[config.mk]
export PLATFORM = sky130hd
export DESIGN_NAME = iter_divider_flat
export DESIGN_NICKNAME = d
export VERILOG_FILES = /design/src/rtl/div_pkg.sv /design/src/rtl/iter_divider_if.sv /design/src/rtl/adder_subtractor.sv /design/src/rtl/iter_divider.sv /design/src/flat_wrapper.sv
export SDC_FILE = /design/constraint.sdc
export NUM_CORES = 1
export LEC_CHECK = 0
export BUFFER_PORTS_ARGS = -buffer_cell sky130_fd_sc_hd__buf_2
export CAP_MARGIN = 0
export CORE_ASPECT_RATIO = 0.8
export CORE_MARGIN = 5
export CORE_UTILIZATION = 48
export CTS_BUF_LIST = sky130_fd_sc_hd__clkbuf_16
export DETAILED_ROUTE_END_ITERATION = 6
export PLACE_DENSITY = 0.69
export SYNTH_ARGS = -nofsm -noshare
export SYNTH_HDL_FRONTEND = slang
export SYNTH_SLANG_ARGS = --single-unit
[constraint.sdc]
create_clock -name clk -period 3.9 [get_ports clk]
set_input_delay 0.39 -clock clk [delete_from_list [all_inputs] [get_ports clk]]
set_output_delay 0.39 -clock clk [all_outputs]
set_load 0.1 [all_outputs]
[src/rtl/div_pkg.sv]
// ----------------------------------------------------------------------------
// div_pkg
// Shared types and constants for the iterative restoring divider.
//   DIV_BITS    : operand/result width
//   CNT_W       : width of the per-bit iteration counter
//   DIV_LATENCY : cycles from start being driven to the done pulse being
//                 visible (one extra FIXUP cycle when ITER_DIVIDER_SIGNED_EN
//                 is defined)
//   state_t     : divider control states
// ----------------------------------------------------------------------------
package div_pkg;

  localparam int DIV_BITS = 64;
  localparam int CNT_W    = $clog2(DIV_BITS);

`ifdef ITER_DIVIDER_SIGNED_EN
  localparam int DIV_LATENCY = DIV_BITS + 2;
`else
  localparam int DIV_LATENCY = DIV_BITS + 1;
`endif

  typedef enum logic [1:0] {
    IDLE  = 2'd0,
    RUN   = 2'd1,
    FIXUP = 2'd2,
    DONE  = 2'd3
  } state_t;

endpackage

[src/rtl/iter_divider_if.sv]
// ----------------------------------------------------------------------------
// iter_divider_if
// Request/result bundle between the EX-stage issue logic (master) and the
// divider (slave).
//   start, dividend, divisor, is_signed (ITER_DIVIDER_SIGNED_EN only) : request
//   busy, done, quotient, remainder, div_zero                          : result
//   dbg_state                                                          : FSM state
//
// Handshake: start is the request valid and !busy is the ready. A request is
// taken on any rising edge where start=1 and busy=0 (IDLE or DONE); a start
// while busy is dropped, not queued. done is a single-cycle pulse and the
// results stay valid from that cycle until the next accepted start.
// ----------------------------------------------------------------------------
interface iter_divider_if
  import div_pkg::*;
#(
  parameter int BITS = DIV_BITS
) ();

  logic            start;
  logic [BITS-1:0] dividend;
  logic [BITS-1:0] divisor;
`ifdef ITER_DIVIDER_SIGNED_EN
  logic            is_signed;
`endif
  logic            busy;
  logic            done;
  logic [BITS-1:0] quotient;
  logic [BITS-1:0] remainder;
  logic            div_zero;
  state_t          dbg_state;

`ifdef ITER_DIVIDER_SIGNED_EN
  modport master (
    output start, dividend, divisor, is_signed,
    input  busy, done, quotient, remainder, div_zero, dbg_state
  );
  modport slave (
    input  start, dividend, divisor, is_signed,
    output busy, done, quotient, remainder, div_zero, dbg_state
  );
`else
  modport master (
    output start, dividend, divisor,
    input  busy, done, quotient, remainder, div_zero, dbg_state
  );
  modport slave (
    input  start, dividend, divisor,
    output busy, done, quotient, remainder, div_zero, dbg_state
  );
`endif

endinterface

[src/rtl/adder_subtractor.sv]
// ----------------------------------------------------------------------------
// adder_subtractor
// Combinational BITS-wide adder/subtractor shared with the ALU datapath.
//   a, b      : operands
//   sub       : 1 -> result = a - b (two's complement), 0 -> result = a + b
//   result    : sum/difference
//   carry_out : carry out of the MSB; for subtraction 1 means no borrow
//   overflow  : signed overflow
// ----------------------------------------------------------------------------
module adder_subtractor #(
  parameter int BITS = 64
) (
  input  logic [BITS-1:0] a,
  input  logic [BITS-1:0] b,
  input  logic            sub,
  output logic [BITS-1:0] result,
  output logic            carry_out,
  output logic            overflow
);

  logic [BITS-1:0] b_eff;

  assign b_eff = sub ? ~b : b;
  assign {carry_out, result} = {1'b0, a} + {1'b0, b_eff} + {{BITS{1'b0}}, sub};
  assign overflow = (a[BITS-1] == b_eff[BITS-1]) && (result[BITS-1] != a[BITS-1]);

endmodule

[src/rtl/iter_divider.sv]
// ----------------------------------------------------------------------------
// iter_divider
// Multi-cycle restoring integer divider, one quotient bit per cycle, using a
// shared adder_subtractor in subtract mode.
//   clk, reset : rising-edge clock, synchronous active-high reset
//   bus        : iter_divider_if.slave (request, results, dbg_state)
// Optional build macro ITER_DIVIDER_SIGNED_EN adds is_signed and a FIXUP
// state that restores operand signs after the magnitude division.
// ----------------------------------------------------------------------------
module iter_divider
  import div_pkg::*;
#(
  parameter int BITS = DIV_BITS
) (
  input  logic           clk,
  input  logic           reset,
  iter_divider_if.slave  bus
);

  localparam int            CW   = $clog2(BITS);
  localparam logic [CW-1:0] LAST = CW'(BITS - 1);

  state_t          state_q, state_d;
  logic [CW-1:0]   count_q, count_d;
  logic [BITS-1:0] r_q, r_d;
  logic [BITS-1:0] q_q, q_d;
  logic [BITS-1:0] d_q, d_d;
  logic [BITS-1:0] quotient_q, quotient_d;
  logic [BITS-1:0] remainder_q, remainder_d;
  logic            div_zero_q, div_zero_d;
`ifdef ITER_DIVIDER_SIGNED_EN
  logic            neg_q_q, neg_q_d;
  logic            neg_r_q, neg_r_d;
  logic            dvd_neg, dvs_neg;

  assign dvd_neg = bus.is_signed & bus.dividend[BITS-1];
  assign dvs_neg = bus.is_signed & bus.divisor[BITS-1];
`endif

  // Shifted partial remainder is BITS+1 wide: 2R+1 can exceed 2^BITS-1, and
  // when its top bit is set the subtraction must be accepted regardless of
  // the adder's borrow.
  logic [BITS:0]   rs_full;
  logic [BITS-1:0] add_res;
  logic            add_co;
  logic            accept;
  logic [BITS-1:0] r_step;
  logic [BITS-1:0] q_step;

  assign rs_full = {r_q, q_q[BITS-1]};
  assign accept  = rs_full[BITS] | add_co;
  assign r_step  = accept ? add_res : rs_full[BITS-1:0];
  assign q_step  = {q_q[BITS-2:0], accept};

  adder_subtractor #(.BITS(BITS)) u_addsub (
    .a         (rs_full[BITS-1:0]),
    .b         (d_q),
    .sub       (1'b1),
    .result    (add_res),
    .carry_out (add_co),
    .overflow  ()
  );

  always_comb begin
    state_d     = state_q;
    count_d     = count_q;
    r_d         = r_q;
    q_d         = q_q;
    d_d         = d_q;
    quotient_d  = quotient_q;
    remainder_d = remainder_q;
    div_zero_d  = div_zero_q;
`ifdef ITER_DIVIDER_SIGNED_EN
    neg_q_d     = neg_q_q;
    neg_r_d     = neg_r_q;
`endif
    case (state_q)
      IDLE, DONE: begin
        state_d = IDLE;
        if (bus.start) begin
          if (bus.divisor == '0) begin
            // Divide by zero bypasses the iteration entirely.
            quotient_d  = '1;
            remainder_d = bus.dividend;
            div_zero_d  = 1'b1;
            state_d     = DONE;
          end else begin
            r_d        = '0;
            count_d    = '0;
            div_zero_d = 1'b0;
            state_d    = RUN;
`ifdef ITER_DIVIDER_SIGNED_EN
            q_d     = dvd_neg ? -bus.dividend : bus.dividend;
            d_d     = dvs_neg ? -bus.divisor : bus.divisor;
            neg_q_d = dvd_neg ^ dvs_neg;
            neg_r_d = dvd_neg;
`else
            q_d     = bus.dividend;
            d_d     = bus.divisor;
`endif
          end
        end
      end
      RUN: begin
        r_d = r_step;
        q_d = q_step;
        if (count_q == LAST) begin
`ifdef ITER_DIVIDER_SIGNED_EN
          state_d = FIXUP;
`else
          quotient_d  = q_step;
          remainder_d = r_step;
          state_d     = DONE;
`endif
        end else begin
          count_d = count_q + 1'b1;
        end
      end
`ifdef ITER_DIVIDER_SIGNED_EN
      FIXUP: begin
        // MIN/-1: magnitude 2^(BITS-1) negates back to MIN, so no trap.
        quotient_d  = neg_q_q ? -q_q : q_q;
        remainder_d = neg_r_q ? -r_q : r_q;
        state_d     = DONE;
      end
`endif
      default: state_d = IDLE;
    endcase
  end

  always_ff @(posedge clk) begin
    if (reset) begin
      state_q     <= IDLE;
      count_q     <= '0;
      r_q         <= '0;
      q_q         <= '0;
      d_q         <= '0;
      quotient_q  <= '0;
      remainder_q <= '0;
      div_zero_q  <= 1'b0;
`ifdef ITER_DIVIDER_SIGNED_EN
      neg_q_q     <= 1'b0;
      neg_r_q     <= 1'b0;
`endif
    end else begin
      state_q     <= state_d;
      count_q     <= count_d;
      r_q         <= r_d;
      q_q         <= q_d;
      d_q         <= d_d;
      quotient_q  <= quotient_d;
      remainder_q <= remainder_d;
      div_zero_q  <= div_zero_d;
`ifdef ITER_DIVIDER_SIGNED_EN
      neg_q_q     <= neg_q_d;
      neg_r_q     <= neg_r_d;
`endif
    end
  end

  assign bus.busy      = (state_q == RUN) || (state_q == FIXUP);
  assign bus.done      = (state_q == DONE);
  assign bus.quotient  = quotient_q;
  assign bus.remainder = remainder_q;
  assign bus.div_zero  = div_zero_q;
  assign bus.dbg_state = state_q;

endmodule

[src/flat_wrapper.sv]
// flat-port wrapper written by rule: the top's interface ports become plain ports
module iter_divider_flat import div_pkg::*;
#(
  parameter int BITS = DIV_BITS
)
  (clk, reset, bus_start, bus_dividend, bus_divisor, bus_busy, bus_done, bus_quotient, bus_remainder, bus_div_zero, bus_dbg_state);
  iter_divider_if #(.BITS(BITS)) bus_i ();
  input  logic clk;
  input  logic reset;
  input wire logic [$bits(bus_i.start)-1:0] bus_start;
  input wire logic [$bits(bus_i.dividend)-1:0] bus_dividend;
  input wire logic [$bits(bus_i.divisor)-1:0] bus_divisor;
  output wire logic [$bits(bus_i.busy)-1:0] bus_busy;
  output wire logic [$bits(bus_i.done)-1:0] bus_done;
  output wire logic [$bits(bus_i.quotient)-1:0] bus_quotient;
  output wire logic [$bits(bus_i.remainder)-1:0] bus_remainder;
  output wire logic [$bits(bus_i.div_zero)-1:0] bus_div_zero;
  output wire logic [$bits(bus_i.dbg_state)-1:0] bus_dbg_state;
  assign bus_i.start = bus_start;
  assign bus_i.dividend = bus_dividend;
  assign bus_i.divisor = bus_divisor;
  assign bus_busy = bus_i.busy;
  assign bus_done = bus_i.done;
  assign bus_quotient = bus_i.quotient;
  assign bus_remainder = bus_i.remainder;
  assign bus_div_zero = bus_i.div_zero;
  assign bus_dbg_state = bus_i.dbg_state;
  iter_divider #(.BITS(BITS)) u_core (.clk(clk), .reset(reset), .bus(bus_i));
endmodule
# [After elaboration in Yosys (flattened, before gate mapping)]
# Index checks and enable logic that the tools add are counted.
[totals] out_inout_bits=133 regBits=329 in_bits=131 wordCells=57
[classes] n_bitwise=3 n_eq_ne=9 muxes=24 addsub=3 reduce_logical=10
[ops] cell="two-way mux 64 bit" count=11
[ops] cell="one-hot mux 64 bit (2 select lines)" count=4
[ops] cell="adder 64 x 64 -> 65 bit" count=1
[ops] cell="adder 65 x 1 -> 65 bit (second input constant)" count=1
[ops] cell="logical NOT 64 bit" count=1
[ops] cell="inverter 64 bit" count=1
[ops] cell="two-way mux 6 bit" count=3
[ops] cell="one-hot mux 6 bit (2 select lines)" count=1
[ops] cell="AND reduction 4 bit" count=2
[ops] cell="adder 6 x 1 -> 6 bit (second input constant)" count=1
[ops] cell="equality test 6 bit (second input constant)" count=1
[ops] cell="two-way mux 2 bit" count=3
[ops] cell="inequality test 2 bit (second input constant)" count=3
[ops] cell="AND reduction 3 bit" count=2
[ops] cell="equality test 2 bit (second input constant)" count=2
[ops] cell="inequality test 2 x 1 -> 1 bit (second input constant)" count=2
[ops] cell="one-hot mux 2 bit (2 select lines)" count=1
[ops] cell="equality test 2 x 1 -> 1 bit (second input constant)" count=1
[ops] cell="logical NOT 2 bit" count=1
[ops] cell="AND reduction 2 bit" count=1
[ops] cell="nonzero test 2 bit" count=1
[ops] cell="OR reduction 2 bit" count=1
[ops] cell="logical OR 1 bit" count=1
[ops] cell="two-way mux 1 bit" count=1
[ops] cell="2 further kinds" count=2

# [Logic depth before layout (Yosys ltp)]
[logic_depth] depth_word=7 mapped_depth=15 mapped_depth_nobuf=13

# [By module]
# From an unflattened synthesis, not the netlist that was laid out.
[unflattened] hier_cells=2180 area_unflattened_um2=17576.9
[modules_own_cells] mod="iter_divider" cells_each=1515 area_each_um2=12849.8 n_inst=1 seq_area_each_um2=6586.3
[modules_own_cells] mod="adder_subtractor" cells_each=665 area_each_um2=4727.0 n_inst=1 seq_area_each_um2=0.0

# [Worst setup path after synthesis]
# No wires, ideal clock.
[synth_path] path_type="register to register" from="register u_core.state_q[0] (netlist: u_core.bus.dbg_state[0])" to="register u_core.count_q[5]" arrival_ns=3.458 synth_period_minus_slack_ns=3.597 stages_incl_launch_ff=10 path_slack_ns=0.303 required_time_ns=3.761 setup_time_ns=0.139 path_buffers=0 cell_sequence="dfxtp_1 inv_1 ha_1 inv_1 nor2_1 a211oi_1 nand4_1 or2_2 xor2_1 nor2_1"
[synth_between] elab_chain_len=4 word_cells_on_any_way=10 classes_between="5 x eq/ne; 1 x mux; 4 x reduce/logical"
[synth_rtl] item="start: declaration" line_no="iter_divider.sv:23" rtl="state_t state_q, state_d;"
[synth_rtl] item="start signal: assignment" line_no="iter_divider.sv:146" rtl="state_q <= state_d;"
[synth_rtl] item="equality test 2 bit / logical NOT 2 bit (equally long branches)" line_no="iter_divider.sv:77" rtl="case (state_q)"
[synth_rtl] item="OR reduction 2 bit" line_no="iter_divider.sv:77"
[synth_rtl] item="inequality test 2 bit (no line) / nonzero test 2 bit (equally long branches)"
[synth_rtl] item="AND reduction 4 bit (no line)"
[synth_rtl] item="end signal: assignment" line_no="iter_divider.sv:147" rtl="count_q <= count_d;"
[synth_rtl] item="end: declaration" line_no="iter_divider.sv:24" rtl="logic [CW-1:0] count_q, count_d;"
# Several ways; a longest one is shown, not always the timed one.
# A chain may end at the register's enable or synchronous reset.

# [Worst setup path in the final report]
[layout_path] from="register u_core.d_q[7]" to="register u_core.r_q[52]"
[layout_between] elab_chain_len=6
[layout_rtl] item="start: declaration" line_no="iter_divider.sv:27" rtl="logic [BITS-1:0] d_q, d_d;"
[layout_rtl] item="start signal: assignment" line_no="iter_divider.sv:137" rtl="d_q <= '0;"
[layout_rtl] item="start signal: assignment" line_no="iter_divider.sv:150" rtl="d_q <= d_d;"
[layout_rtl] item="inverter 64 bit (*)" line_no="adder_subtractor.sv:23" rtl="assign b_eff = sub ? ~b : b;"
[layout_rtl] item="adder 64 x 64 -> 65 bit (*)" line_no="adder_subtractor.sv:24" rtl="assign {carry_out, result} = {1'b0, a} + {1'b0, b_eff} + {{BITS{1'b0}}, sub};"
[layout_rtl] item="adder 65 x 1 -> 65 bit (*)" line_no="adder_subtractor.sv:24"
[layout_rtl] item="OR 1 bit" line_no="iter_divider.sv:51" rtl="assign accept = rs_full[BITS] | add_co;"
[layout_rtl] item="two-way mux 64 bit (*)" line_no="iter_divider.sv:52" rtl="assign r_step = accept ? add_res : rs_full[BITS-1:0];"
[layout_rtl] item="one-hot mux 64 bit (2 select lines) (*)" line_no="iter_divider.sv:77"
[layout_rtl] item="end signal: assignment" line_no="iter_divider.sv:148" rtl="r_q <= r_d;"
[layout_rtl] item="end: declaration" line_no="iter_divider.sv:25" rtl="logic [BITS-1:0] r_q, r_d;"
# Mark *: on every way between the ends. The rest lies on a longest branch, timed or not.

==> flow_summary.toml <==
[status]
status = "completed"

[pwr]
vdd_drop_max_uv = 333.3
power_switching_mw = 3.491
p_leak_nw = 8.730
clkPwrFrac = 0.336
p_seq_frac = 0.372
powerDensity_nw_per_um2 = 481.9
p_sw_frac = 0.3532
power.share.combinational = 0.292
power.internal_mw = 6.393

[sta]
period_minus_slack_ns = 3.514
max_freq_mhz = 284.5
rsz0062_at_grt = "false"
worst_pin_slew_ns = 1.057
timing.final.hold_violations = 0
finClkSkew_ns = 0.02150
tns_ns = 0
slew-limit-headroom = 0.2928
setup_viol = 0
finalMaxSlewViolations = 0
fin_crit_sh = 0.9011

[clock_network]
clock_path_buffers = 3
cts-root-buf = "clkbuf_16"
clock_latency_ns = 0.54
cts.sinks = 329
cts_tree = "done"
cts_hold_buf = 0
cts_resized = 0
cts_buffers = 35
h-tree-depth = 2
path_clk_slew_ns = 0.06
postCtsSetupBuffers = 0

[critical_path]
crit_type = "reg2reg"
worstPathRequired_ns = 4.34
max_stage_delay_ns = 0.45
crit_fanout = 46
critPathArrivalTime_ns = 3.96
r2r_setup_slack_ns = 0.39
path_delay_family = "compound AO/OA/AOI/OAI gates"
cp_num_buf_inv = 2
cp-end-kind = "register"
path_cells = "inv_1 -> ha_1 -> a21oi_1 -> o21ai_0 -> a31oi_1 -> a211oi_2 -> o311ai_1 -> nand3_2 -> buf_12 -> nor2_4 -> a22oi_1 -> a211oi_1"
slowest_stage = "nor2_4"
critPathLaunchType = "register"

[placed_design]
port_buffers = 263
dp_hpwl_mm = 43.82
place_congestion = 0.9445

[final_layout]
fin_util = 0.5583
final_cell_mix = "329 x nor2_1, 329 x dfxtp_1, 262 x a21oi_1, 262 x buf_2, 223 x nand2_1"
area_delta_synth_final_pct = 15.77
ff_latch_area_um2 = 6586
multiInputGateArea_um2 = 10200
fillers = 3546
final_nets = 2620
layout-drive-gt1-share = 0.1565

[route]
wl_per_cell_um = 19.94
dr.pass1.iters = 6
drcViolationCount = 0
wl_mm = 58.54
drtAntennaViolNets = 0
drt_iter0_drc = 1596
vias = 17120
vias_per_cell = 5.830

[synth]
ys_warn_count = 0
yosys_most_used_dff = "dfxtp_1"
synth_area_um2 = 17720
syn_inst = 2252
synth_edf_count = 0
synth-seq-area-share = 0.3718
async_flop_share = 0
ys_types = 75
syn_nets = 2452
ys_ff_latch = 329
postSynthAreaPerCell_um2 = 7.867

[grt]
grt_pass1_wl_mm = 90.90
antenna_found_initial = 2
grt_pass1_vias = 16650
grt_overflow = 0
grt_max_degree = 172
track_usage = 0.2739

[worst_hold_path]
hold_class = "in2reg"

[floorplanning]
coreArea_um2 = 36730
die_w_um = 224.8
rows = 63
fp.dieH_um = 181.8
die_area_um2 = 40870
io_pins = 264
initial_core_util = 0.4823

[flow_run]
maxCapViolations = 0
power groups by stage:
stage / clock (mW) / combinational, mW / sequential (mW)
final: 3.32 / 2.89 / 3.68
after global routing: 3.52 / 3.14 / 3.70
after CTS: 3.37 / 2.86 / 3.68
after detailed placement: 0 / 2.84 / 3.75
after global placement: 0 / 2.82 / 3.75
after floorplan: 0 / 1.90 / 3.95
per-layer routing:
layer  vias up  share of wire  track usage
met1      8071           0.43       0.3603
met3       129          0.059      0.03734
met5         -              0            0
li1       8322              -            -
met2       595           0.47       0.4573
met4         0          0.040       0.1052
cell families after synthesis:
group,after synthesis,share of synthesized area
AOI/OAI and AO/OA,690,0.2392
buffers and inverters,246,0.05615
and+or+nand+nor,713,0.1723
DFF,329,0.3718
muxes,141,0.07974
xor gates and xnor gates,64,0.03164
adders and majority gates,69,0.04916
flip-flops by register name (all words and copies together), names as in the netlist:
name and count:
u_core.bus.div_zero 1, u_core.bus.dbg_state 2, u_core.count_q 6, u_core.bus.remainder 64
u_core.d_q 64, u_core.r_q 64, u_core.q_q 64, u_core.bus.quotient 64
stage by stage:
stage               instance area [um2]  std cells  worst slack, ns  hold slack (ns)  power [mW]
floorplan                         17720       2252           0.3026           0.4479       5.843
global placement                  19370       2870           0.4175           0.4370       6.568
detailed placement                19370       2870           0.3940           0.4407       6.590
CTS                               20500       2934           0.3017          0.08603       9.909
global route                      20510       2935          0.08851           0.1079       10.35
finish                            20510       2936           0.3856           0.1084       9.885
worst min-delay path, cell delays in order:
cell	delay, ns
buf_2	0.09
mux2i_1	0.06
nor2_1	0.07
Yosys cell counts (all sizes together) (7+ instances only):
library cell | instances | area share
o21ai | 149 | 0.042
o211ai | 10 | 0.0042
a22oi | 11 | 0.0047
xnor2 | 37 | 0.018
nand4 | 34 | 0.012
o21a | 11 | 0.0047
nor2 | 333 | 0.071
a211o | 8 | 0.0040
nand3 | 24 | 0.0071
o21bai | 11 | 0.0047
nor3 | 27 | 0.0082
nor2b | 20 | 0.0071
inv | 83 | 0.018
nor4 | 19 | 0.0071
a311oi | 7 | 0.0035
a211oi | 106 | 0.045
a31oi | 24 | 0.0085
a21oi | 270 | 0.078
clkbuf | 133 | 0.028
xor2 | 27 | 0.013
mux2i | 140 | 0.079
dfxtp | 329 | 0.37
ha | 68 | 0.048
buf | 30 | 0.010
nand2 | 223 | 0.047
a21o | 27 | 0.011
nand2b | 10 | 0.0035
area by class of cell:
cell class / instances / share of cell area
inverter: 83 / 0.01519
timing repair buffer: 294 / 0.08144
sequential: 329 / 0.3211
clock buffer: 36 / 0.04392
multi-input combinational: 1677 / 0.4974
tap: 487 / 0.02971
antenna: 2 / 0.0002440
clock inverter: 28 / 0.01098
path summary, 6_finish.rpt:
path                       startpoint                       end  depth (start not counted)
min reg2reg  u_core.bus.remainder[25]  u_core.bus.remainder[25]                          2
max reg2reg             u_core.d_q[7]            u_core.r_q[52]                         12
min                   bus_divisor[25]            u_core.d_q[25]                          3
max                     u_core.d_q[7]            u_core.r_q[52]                         12
Power figures use the tool's default switching activity.
